## src/rtl/serial_add_sequencer.sv

```systemverilog
// serial_add_sequencer: bit-serial adder controller; one shared 1-bit adder cell stepped LSB first, one bit per clock.
// Optional build macro SERIAL_ADD_SUB_EN adds a Sub input selecting two's-complement subtraction A-B.
module serial_add_sequencer #(
   parameter int WIDTH = 8
) (
   input  logic             Clk,
   input  logic             Rst_n,
   input  logic             Start,
`ifdef SERIAL_ADD_SUB_EN
   input  logic             Sub,
`endif
   input  logic [WIDTH-1:0] OperandA,
   input  logic [WIDTH-1:0] OperandB,
   output logic             Busy,
   output logic             Done,
   output logic [WIDTH-1:0] Result,
   output logic             CarryOut
);

   localparam int CW = $clog2(WIDTH);
   localparam logic [CW-1:0] LAST = CW'(WIDTH - 1);

   typedef enum logic [1:0] {S_IDLE, S_RUN, S_DONE} state_t;

   state_t           state_q, state_d;
   logic [WIDTH-1:0] a_sr_q, a_sr_d;
   logic [WIDTH-1:0] b_sr_q, b_sr_d;
   logic [WIDTH-1:0] sum_q, sum_d;
   logic [WIDTH-1:0] result_q, result_d;
   logic [CW-1:0]    cnt_q, cnt_d;
   logic             carry_q, carry_d;
   logic             cout_q, cout_d;
   logic             sub_in;
   logic             ha1_s, ha1_c, ha2_s, ha2_c, cell_cout;

`ifdef SERIAL_ADD_SUB_EN
   assign sub_in = Sub;
`else
   assign sub_in = 1'b0;
`endif

   // single full-adder cell built from two half adders and an OR for the carry
   always_comb begin
      ha1_s     = a_sr_q[0] ^ b_sr_q[0];
      ha1_c     = a_sr_q[0] & b_sr_q[0];
      ha2_s     = ha1_s ^ carry_q;
      ha2_c     = ha1_s & carry_q;
      cell_cout = ha1_c | ha2_c;
   end

   // next-state and datapath: load on accept, shift one bit per RUN cycle, publish result on the last bit
   always_comb begin
      state_d  = state_q;
      a_sr_d   = a_sr_q;
      b_sr_d   = b_sr_q;
      sum_d    = sum_q;
      result_d = result_q;
      cnt_d    = cnt_q;
      carry_d  = carry_q;
      cout_d   = cout_q;
      case (state_q)
         S_IDLE: begin
            if (Start) begin
               a_sr_d  = OperandA;
               b_sr_d  = sub_in ? ~OperandB : OperandB;
               carry_d = sub_in;
               sum_d   = '0;
               cnt_d   = '0;
               state_d = S_RUN;
            end
         end
         S_RUN: begin
            a_sr_d  = a_sr_q >> 1;
            b_sr_d  = b_sr_q >> 1;
            sum_d   = {ha2_s, sum_q[WIDTH-1:1]};
            carry_d = cell_cout;
            cnt_d   = cnt_q + CW'(1);
            if (cnt_q == LAST) begin
               state_d  = S_DONE;
               result_d = {ha2_s, sum_q[WIDTH-1:1]};
               cout_d   = cell_cout;
            end
         end
         S_DONE:  state_d = S_IDLE;
         default: state_d = S_IDLE;
      endcase
   end

   // state and datapath registers, cleared asynchronously
   always_ff @(posedge Clk or negedge Rst_n) begin
      if (!Rst_n) begin
         state_q  <= S_IDLE;
         a_sr_q   <= '0;
         b_sr_q   <= '0;
         sum_q    <= '0;
         result_q <= '0;
         cnt_q    <= '0;
         carry_q  <= 1'b0;
         cout_q   <= 1'b0;
      end else begin
         state_q  <= state_d;
         a_sr_q   <= a_sr_d;
         b_sr_q   <= b_sr_d;
         sum_q    <= sum_d;
         result_q <= result_d;
         cnt_q    <= cnt_d;
         carry_q  <= carry_d;
         cout_q   <= cout_d;
      end
   end

   assign Busy     = (state_q != S_IDLE);
   assign Done     = (state_q == S_DONE);
   assign Result   = result_q;
   assign CarryOut = cout_q;

endmodule

```

## config.mk

```make
export PLATFORM = sky130hd
export DESIGN_NAME = serial_add_sequencer
export DESIGN_NICKNAME = d
export VERILOG_FILES = /design/src/rtl/serial_add_sequencer.sv
export SDC_FILE = /design/constraint.sdc
export NUM_CORES = 1
export LEC_CHECK = 0
export CORE_ASPECT_RATIO = 1.75
export CORE_MARGIN = 1
export CORE_UTILIZATION = 25
export CTS_CLUSTER_DIAMETER = 40
export CTS_CLUSTER_SIZE = 40
export DETAILED_ROUTE_END_ITERATION = 8
export RECOVER_POWER = 50
export SLEW_MARGIN = 20
export SYNTH_ARGS = -nofsm -noshare
export SYNTH_HDL_FRONTEND = slang
export SYNTH_SLANG_ARGS = --single-unit
```

## constraint.sdc

```tcl
create_clock -name Clk -period 1.4 [get_ports Clk]
set_clock_uncertainty 0.1 [all_clocks]
set_input_delay 0.14 -clock Clk [delete_from_list [all_inputs] [get_ports Clk]]
set_output_delay 0.14 -clock Clk [all_outputs]
set_load 0.005 [all_outputs]
```

Yosys cells after proc, flatten, opt, wreduce, memory -nomap -nowiden. Cells that the tools add are included.

Output and inout port bits: 11. Register bits after elaboration: 39. Logic and storage cells: 38. Input bits: 19.

$add $sub $neg: 1. Reductions and logical operators: 6. Equal/unequal tests: 5. Bitwise gates (word level): 5. Muxes and demuxes: 13.

Operators by type and width (number): $pmux 8 s2 (3); $mux 8 (3); $pmux 3 s2 (1); $reduce_and 2->1 (3); $mux 2 (2); $ne 2x2->1 const B (2); $pmux 2 s2 (1); $reduce_bool 2->1 (2); $add 3x1->3 const B (1); $eq 3x3->1 const B (1); $mux 3 (1); $and 1x1->1 (2); $eq 2x1->1 const B (1); $eq 2x2->1 const B (1); $logic_not 2->1 (1); $pmux 1 s2 (1); $xor 1x1->1 (2); $mux 1 (1); $or 1x1->1 (1).

Logic depth before layout (Yosys ltp).
Depth in word-level cells: 4. Mapped depth: 5. Gate-level depth less buffers: 4.

Worst setup path before layout. No wires, ideal clock.

Kind: reg2reg. Start point: register cnt_q[0]. End point: register cout_q, in the netlist CarryOut. Arrival time: 1.293 ns. Path buffers: 1. Clock period less this slack: 1.518 ns. Cell stages (with the launch flop): 6. Slack: -0.118 ns. Data required time: 1.175 ns. Setup time: 0.125 ns. Cells stage by stage: dfrtp_1 ha_1 ha_1 nand3b_4 buf_6 mux2_4.

Word-level cells in the longest chain between the ends: 2.

Ends and longest elaborated chain: start, declared (line 30) `logic [CW-1:0] cnt_q, cnt_d;`; start signal, assigned (line 106) `cnt_q <= cnt_d;`; $eq 3x3->1 (line 78) `if (cnt_q == LAST) begin`; $reduce_and 2->1 (no line); end signal, assigned (line 108) `cout_q <= cout_d;`; end, declared (line 32) `logic cout_q, cout_d;`.

No other way between the ends. A chain may end at the register's enable or synchronous reset.

Worst setup path after layout.
Start point: register cnt_q[1]. End point: register result_q[7], in the netlist Result[7].

Word-level cells in the longest chain between the ends: 2.

Ends and longest elaborated chain: $eq 3x3->1 (line 78); $reduce_and 2->1 (no line); end signal, assigned (line 105) `result_q <= result_d;`; end, declared (line 29) `logic [WIDTH-1:0] result_q, result_d;`.

No other way between the ends.

==> run metrics <==
gp weighted congestion 0.7564; first-pass GRT wire length 6837 um; DRT Wirelength 4229 um; placed insts 259; post-layout minimum cycle time 1.437 ns; nets@finish 220; outcome finished, violations left; Startpoint Class flip-flop; P&R area growth vs syn 58.19%; final core occ 0.4127; worst min-delay path class in2async; WL/cell 14.94 um; Die Y 114.3 um; r2r endpoint Result[7]; CP max stage cell dfrtp_1; Starting Density 0.2609; Post-synth top cells dfrtp_1 (38), inv_1 (17), a211oi_1 (11), nor3b_1 (11), nor4b_1 (11); R2R depth 4; flop2flop setup slack -0.04 ns; Worst Path Buf+Inv 0; final hold violation count 0; Slew Limit Headroom 0.7236; Antenna Nets Post-Route 0; synthesized instance count 142; ys async rst share 1.000; Initial DRC Count 54; PD cells 2074 nW/um^2; final setup violation count 12; drt first pass iters 6; max-capacitance violation count 0; YS warnings 0; port bufs 29; CTS tree built; Crit path arrival time 1.50 ns; layout cells sized above 1 0.4020; synthesized flop and latch total 38; Post-synth EDFFs 0; area share of the largest cell type after synthesis 0.5278; worst setup path class reg2reg; clk root buf clkbuf_16; Sink Count 38; Setup crit end kind flip-flop; reg-to-reg startpoint cnt_q[1]; maximum clock path buffer count 2; clock latency on the worst-skew pair 0.28 ns; Mapped Nets 164; Post-Syn Area 1802 sq um; critical path data required time 1.47 ns; Die Area 7564 sq um; vias per cell 4.724; Max FO, Critical Path 5; number of global-route vias before repair 1425; sequential share of the synthesized area 0.5278; most common cell in the netlist dfrtp_1; post-synth top area cell dfrtp_1; detailed-route DRC error count 0; Slew @ Worst Pin 0.4139 ns; num rows 40; max-slew violation count 0; core footprint 6907 sq um; worst-case vdd ir drop 0.0006715 V; Synth Flop Type dfrtp_1; period utilization 1.026; top area cells in the synthesized netlist dfrtp_1 (53%), mux2_4 (7.5%), nor4b_1 (5.3%), a22o_1 (4.9%), a211oi_1 (4.6%); RSZ-0062 raised after global routing true; Die W 66.18 um; critical path, cell by cell ha_2, ha_4, nand3b_4, mux2_4; delay-heaviest family, CP flip-flops; H-tree depth 2; Worst-path clk slew 0.06 ns; fmax 0.6960 GHz; I/O Pins 30; synthesized area per cell 12.69 sq um; cts bufs inserted 5; failing checks negative setup slack; Hold Worst Slack 0.2227 ns; ANT cells 0; post-route setup slack -0.03678 ns; Max stage delay on crit path 0.39 ns; P_leak 1.309 nW; grt ovf 0; fin cells 283; Distinct cells, synth 27; DP HPWL 2530 um; initial antenna violation count 0; Overall Global Routing Usage 0.1227; vias 1337; largest net degree at the start of global routing 24
[registers in the layout (all words and copies together) (netlist names)]
name / flops
Result: 8
a_sr_q: 8
b_sr_q: 8
sum_q: 7
cnt_q: 3
state_q: 2
CarryOut: 1
carry_q: 1
[metal layers]
layer,vias to the layer above,global-route usage,part of all wire
li1,629,-,-
met1,678,0.1432,0.42
met2,25,0.2014,0.52
met3,5,0.03486,0.031
met4,0,0.06099,0.021
met5,-,0,0
[layout make-up]
class                      instances  area (sq um)
inverter                          17         63.81
clock buffer                       6         138.9
multi-input combinational         78         953.4
sequential                        38         952.2
fill                             659          4056
clock inverter                     2         12.51
timing repair buffer              58         624.3
tap                               84         105.1
[how the worst max path moves through the flow]
stage	start	endpoint	slack (ns)	cells past startpoint
2_1_floorplan	cnt_q[1]	CarryOut	-0.04	5
3_3_place_gp	Start	cnt_q[0]	-0.19	3
3_5_place_dp	Start	cnt_q[0]	-0.20	3
4_1_cts	state_q[0]	Busy	-0.07	4
5_1_grt	cnt_q[1]	Result[7]	-0.07	4
6_report	cnt_q[1]	Result[7]	-0.04	4
[power breakdown]
group	internal (W)	switching (W)
Clock	0.000704	0.000430
Combinational	0.00173	0.00112
Sequential	0.00161	0.000311
Total	0.00405	0.00186
[layout by cell type (no fill, tap or decap), drive strengths merged, types with 2 or more instances in the layout]
cell type | synthesis | final
dfrtp | 38 | 38
buf | 9 | 27
clkdlybuf4s50 | 0 | 21
inv | 17 | 17
nor3b | 11 | 11
a211oi | 11 | 11
nor4b | 11 | 11
a22o | 10 | 10
mux2 | 10 | 10
clkbuf | 3 | 10
dlymetal6s2s | 0 | 5
nor2b | 4 | 4
o21bai | 1 | 3
a222oi | 3 | 3
nand3b | 1 | 2
nand2 | 2 | 2
ha | 2 | 2
[logic make-up after synthesis]
group / synth area share
buf+inv: 0.08541
flops: 0.5278
simple gates: 0.1458
fa+ha+maj: 0.02500
mux: 0.08125
compound gates: 0.1347
[metrics by stage]
stage	setup slack, ns	power (W)	instance area, sq um	TNS [ns]
finish	-0.03678	0.005912	2850	-0.2602
global route	-0.07285	0.006301	2850	-1.134
CTS	-0.07058	0.005545	2625	-0.3325
detailed placement	-0.1981	0.003991	2250	-5.222
global placement	-0.1872	0.003926	2250	-4.689
floorplan	-0.03697	0.003248	1821	-0.3328
[what timing repair did]
item                       CTS  global route
gates resized for setup     25            39
pin swaps                    5            15
gates cloned                 3             2
buffers inserted             7             3
setup endpoints to repair   37            40
hold buffers                 1             0
hold endpoints to repair    15             0
Power figures use the tool's default switching activity.
